===== src/rtl/mem_req_scheduler.sv =====
// Shares one RAM port between instruction-fetch and data-access requesters.
// Data has priority; an anti-starvation counter and a busy watchdog bound latency.
module mem_req_scheduler #(
    parameter int unsigned STARVE_LIMIT   = 3,
    parameter int unsigned TIMEOUT_CYCLES = 255
) (
    input  logic        CLK,
    input  logic        RST,
    input  logic        imemRen,
    input  logic [31:0] imemaddr,
    input  logic        dmmRen,
    input  logic        dmmWen,
    input  logic [31:0] dmmaddr,
    input  logic [31:0] dmmstore,
    input  logic        busy_o,
    input  logic [31:0] ramload,
    output logic        Ren,
    output logic        Wen,
    output logic [31:0] ramaddr,
    output logic [31:0] ramstore,
    output logic        i_ready,
    output logic        d_ready,
    output logic [31:0] imemload,
    output logic [31:0] dmmload,
    output logic        i_wait,
    output logic        d_wait,
    output logic        bus_err
);

    localparam logic [3:0] StarveLimit   = 4'(STARVE_LIMIT);
    localparam logic [7:0] TimeoutCycles = 8'(TIMEOUT_CYCLES);

    typedef enum logic [1:0] {StIdle, StIssue, StResp} state_e;

    state_e      state_q, state_d;
    logic [3:0]  starve_cnt_q, starve_cnt_d;
    logic [7:0]  tmo_cnt_q, tmo_cnt_d;
    logic        ren_q, ren_d;
    logic        wen_q, wen_d;
    logic [31:0] ramaddr_q, ramaddr_d;
    logic [31:0] ramstore_q, ramstore_d;
    logic        own_d_q, own_d_d;
    logic        i_ready_q, i_ready_d;
    logic        d_ready_q, d_ready_d;
    logic        bus_err_q, bus_err_d;
    logic [31:0] imemload_q, imemload_d;
    logic [31:0] dmmload_q, dmmload_d;

    logic        d_req;
    logic        grant_i;
    logic [7:0]  tmo_inc;

    assign d_req   = dmmRen | dmmWen;
    assign tmo_inc = tmo_cnt_q + 8'd1;

    always_comb begin
        state_d      = state_q;
        starve_cnt_d = starve_cnt_q;
        tmo_cnt_d    = tmo_cnt_q;
        ren_d        = ren_q;
        wen_d        = wen_q;
        ramaddr_d    = ramaddr_q;
        ramstore_d   = ramstore_q;
        own_d_d      = own_d_q;
        i_ready_d    = 1'b0;
        d_ready_d    = 1'b0;
        bus_err_d    = 1'b0;
        imemload_d   = imemload_q;
        dmmload_d    = dmmload_q;
        grant_i      = 1'b0;

        unique case (state_q)
            StIdle: begin
                ren_d = 1'b0;
                wen_d = 1'b0;
                if (d_req || imemRen) begin
                    // Instruction wins only when alone or when data has hit the starve limit.
                    grant_i = imemRen &&
                              (!d_req || (StarveLimit != 4'd0 && starve_cnt_q == StarveLimit));
                    if (grant_i) begin
                        own_d_d      = 1'b0;
                        ramaddr_d    = imemaddr;
                        ren_d        = 1'b1;
                        starve_cnt_d = 4'd0;
                    end else begin
                        own_d_d    = 1'b1;
                        ramaddr_d  = dmmaddr;
                        ramstore_d = dmmstore;
                        wen_d      = dmmWen;
                        ren_d      = ~dmmWen;
                        if (imemRen && starve_cnt_q != StarveLimit) begin
                            starve_cnt_d = starve_cnt_q + 4'd1;
                        end
                    end
                    tmo_cnt_d = 8'd0;
                    state_d   = StIssue;
                end
            end

            StIssue: begin
                if (!busy_o) begin
                    state_d   = StResp;
                    ren_d     = 1'b0;
                    wen_d     = 1'b0;
                    i_ready_d = ~own_d_q;
                    d_ready_d = own_d_q;
                    if (!own_d_q) begin
                        imemload_d = ramload;
                    end else if (!wen_q) begin
                        dmmload_d = ramload;
                    end
                end else begin
                    tmo_cnt_d = tmo_inc;
                    if (TimeoutCycles != 8'd0 && tmo_inc == TimeoutCycles) begin
                        state_d   = StResp;
                        ren_d     = 1'b0;
                        wen_d     = 1'b0;
                        i_ready_d = ~own_d_q;
                        d_ready_d = own_d_q;
                        bus_err_d = 1'b1;
                        if (own_d_q) begin
                            dmmload_d = 32'd0;
                        end else begin
                            imemload_d = 32'd0;
                        end
                    end
                end
            end

            StResp: begin
                ren_d     = 1'b0;
                wen_d     = 1'b0;
                tmo_cnt_d = 8'd0;
                state_d   = StIdle;
            end

            default: begin
                ren_d   = 1'b0;
                wen_d   = 1'b0;
                state_d = StIdle;
            end
        endcase
    end

    always_ff @(posedge CLK) begin
        if (RST) begin
            state_q      <= StIdle;
            starve_cnt_q <= 4'd0;
            tmo_cnt_q    <= 8'd0;
            ren_q        <= 1'b0;
            wen_q        <= 1'b0;
            ramaddr_q    <= 32'd0;
            ramstore_q   <= 32'd0;
            own_d_q      <= 1'b0;
            i_ready_q    <= 1'b0;
            d_ready_q    <= 1'b0;
            bus_err_q    <= 1'b0;
            imemload_q   <= 32'd0;
            dmmload_q    <= 32'd0;
        end else begin
            state_q      <= state_d;
            starve_cnt_q <= starve_cnt_d;
            tmo_cnt_q    <= tmo_cnt_d;
            ren_q        <= ren_d;
            wen_q        <= wen_d;
            ramaddr_q    <= ramaddr_d;
            ramstore_q   <= ramstore_d;
            own_d_q      <= own_d_d;
            i_ready_q    <= i_ready_d;
            d_ready_q    <= d_ready_d;
            bus_err_q    <= bus_err_d;
            imemload_q   <= imemload_d;
            dmmload_q    <= dmmload_d;
        end
    end

    assign Ren      = ren_q;
    assign Wen      = wen_q;
    assign ramaddr  = ramaddr_q;
    assign ramstore = ramstore_q;
    assign i_ready  = i_ready_q;
    assign d_ready  = d_ready_q;
    assign bus_err  = bus_err_q;
    assign imemload = imemload_q;
    assign dmmload  = dmmload_q;
    assign i_wait   = imemRen & ~i_ready_q;
    assign d_wait   = d_req & ~d_ready_q;

endmodule


===== config.mk =====
export PLATFORM = sky130hd
export DESIGN_NAME = mem_req_scheduler
export DESIGN_NICKNAME = d
export VERILOG_FILES = /design/src/rtl/mem_req_scheduler.sv
export SDC_FILE = /design/constraint.sdc
export NUM_CORES = 1
export LEC_CHECK = 0
export CAP_MARGIN = 10
export CORE_UTILIZATION = 45
export DETAILED_ROUTE_END_ITERATION = 16
export PLACE_DENSITY = 0.92
export SLEW_MARGIN = 20
export SYNTH_ARGS = -nofsm -noshare
export SYNTH_HDL_FRONTEND = slang
export SYNTH_SLANG_ARGS = --single-unit

===== constraint.sdc =====
create_clock -name CLK -period 3.88 [get_ports CLK]
set_clock_uncertainty 0.05 [all_clocks]
set_input_delay 1.164 -clock CLK [delete_from_list [all_inputs] [get_ports CLK]]
set_output_delay 1.164 -clock CLK [all_outputs]
set_load 0.05 [all_outputs]

==> metrics, run 1 <==
outcome=completed; clk sinks=148; hold depth=2; Max IR drop VDD=0.0002533 V; Worst Tran Pin Value=0.6496 ns; drt first-iter violations=264; Netlist Area Pre-Place=5896 um^2; Final setup viols=0; largest net degree at the start of global routing=65; Period minus WS final=3.471 ns; post-synthesis register bit count=148; Hold Fails Final Rpt=0; CTS tree=built; min-delay src=ramstore[16]; Fmax=288.1 MHz; worst hold endpoint=ramstore[16]; GRT Residual Overflow=0; MaxCap Viol Count=0; drt total wl=16,960 um; drt drc=0; initial antenna violation count=0; vias in the first global route=5,339; Cells after Synth=622; CTS root buffer=clkbuf_16; static leakage=3.520 nW; Die ar.=13,560 um^2; drt via density=5.266; nets@finish=1,008; worst r2r src=tmo_cnt_q[0]; asr flop ratio synth=0; CP required=2.67 ns; distinct cell type count after synthesis=47; sequential area share after synthesis=0.5025; setup slack, reg-to-reg=1.63 ns; effective utilization at floorplan=0.4634; die width=116.5 um; critical-path maximum fanout=6; IO buf count=268; worst-case clock buffer depth=2; fraction of layout cells with a size suffix above 1=0.09389; kind of end point of the critical path=output port; Startpoint Class=primary input; RSZ-0062 raised after global routing=false; Setup Buffers After CTS=0; Antenna diodes=0; # IOs=269; Tcrit/Tclk final=0.8947; syn_nets=759; cts-stage hold buffer count=0; Worst Reg-to-Reg Cells=7; Cell Rows=41; WP data arrival=2.26 ns; layout overhead on the synthesized area=56.83%; Detail Route Antenna Nets=0; CTS H-Tree Depth=4; Slew headroom=0.5670; Setup CP Type=in2out; worst hold path class=reg2reg; core area=12,720 um^2; Avg Inst Size Synth=9.479 um^2; DR vias=5,561; first drt pass iteration count=4; Die Ht=116.5 um; cell area power density=469.5 nW/um^2; Total Power=4.341 mW; cts repair resizes=0; RR Endpoint=imemload[31]; setup tns final=0 ns; Clock Latency Late Sink=0.41 ns; Routed wire per std cell=16.06 um; Final GP Congestion=0.8203; global-route wire length before repair=26,030 um; Tot GR Track Use=0.2504; Post-synth EDFFs=0; warnings from Yosys=0; Worst setup startpoint=dmmWen; TritonCTS Buffers=17; Slew Viols, Final=0; main flop type after synthesis=dfxtp_1; dpl hpwl=11,780 um; clk slew on worst S/H paths=0.06 ns
-- worst max-delay path, cell delays in order --
cell and delay [ns]:
clkdlybuf4s50_1 0.50, nor2_1 0.30, nor2_1 0.12, buf_12 0.17
-- logic make-up after synthesis --
logic type,synth area share
AOI/OAI and AO/OA,0.2468
and+or+nand+nor,0.1365
DFF,0.5025
buffers and inverters,0.04605
muxes,0.05433
xor gates and xnor gates,0.007428
adders and majority gates,0.006367
-- metal layers --
metal  vias up  routed length (um)  GRT usage
li1       2712                   -          -
met1      2546                6341     0.2672
met2       261                8292     0.4288
met3        42                1687    0.08822
met4         0                 641     0.1444
met5         -                   0          0
-- state kept, by name, indices dropped and copies added (netlist names) --
name,cells
Ren,1
Wen,1
bus_err,1
d_ready,1
dmmload,32
i_ready,1
imemload,32
own_d_q,1
ramaddr,32
ramstore,32
starve_cnt_q,4
state_q,2
tmo_cnt_q,8
-- report_power, final --
part	internal (mW)	switching [mW]	total [mW]
clock	0.951	0.614	1.57
combinational	0.411	0.675	1.09
sequential	1.63	0.0595	1.69
total	2.99	1.35	4.34
-- synth_stat cells (3+ instances only) --
cell type | number | share of area
nor2_1 | 52 | 0.033
a211oi_2 | 30 | 0.064
dfxtp_1 | 148 | 0.50
mux2i_1 | 32 | 0.054
a22o_1 | 32 | 0.048
clkbuf_1 | 18 | 0.011
and3_1 | 3 | 0.0032
xor2_1 | 5 | 0.0074
nand2_1 | 104 | 0.066
a211oi_1 | 37 | 0.047
nor3_1 | 3 | 0.0025
or3_1 | 3 | 0.0032
o21ai_0 | 4 | 0.0034
buf_2 | 22 | 0.019
ha_1 | 3 | 0.0064
buf_8 | 3 | 0.0076
nand3_1 | 8 | 0.0068
buf_4 | 3 | 0.0038
a21oi_1 | 76 | 0.065
-- final cells by class --
type | count | area [um^2]
fillers | 895 | 3476
flip-flops and latches | 148 | 2963
repair buffers | 279 | 2808
multi-input cells | 423 | 2686
clock buffers | 25 | 495.5
well taps | 172 | 215.2
clock inverters | 7 | 71.32
inverters | 2 | 7.507
-- cell usage in the layout, fill, tap and decap left out, types with 17 or more instances in the layout --
master,count
a211oi_1,37
a211oi_2,30
a21oi_1,76
a22o_1,32
clkbuf_16,17
clkdlybuf4s50_1,265
dfxtp_1,148
mux2i_1,32
nand2_1,104
nor2_1,52
-- how the worst max path moves through the flow --
stage,endpoint,slack (ns)
detailed placement,d_wait,0.43
global placement,d_wait,0.42
floorplan,i_wait,0.79
CTS,d_wait,0.42
global route,d_wait,0.33
finish,d_wait,0.41
-- metrics by stage --
step	cells	area [um^2]	setup WS (ns)	hold WS, ns	utilization
after floorplan	622	5896	0.7946	0.3945	-
after global placement	1024	8680	0.4205	0.3910	0.6822
after detailed placement	1024	8680	0.4269	0.3953	0.6822
after CTS	1056	9246	0.4220	0.4038	0.7268
after global routing	1056	9246	0.3336	0.4213	0.7268
final	1056	9246	0.4087	0.4001	0.7268
(Power assumes the default switching activity.)
==> inputs of run 2 (changes only) <==
Settings changed: HOLD_SLACK_MARGIN set to 0.05.
==> results of run 2 <==
Final layout, timing and power as in run 1 (identical DEF).
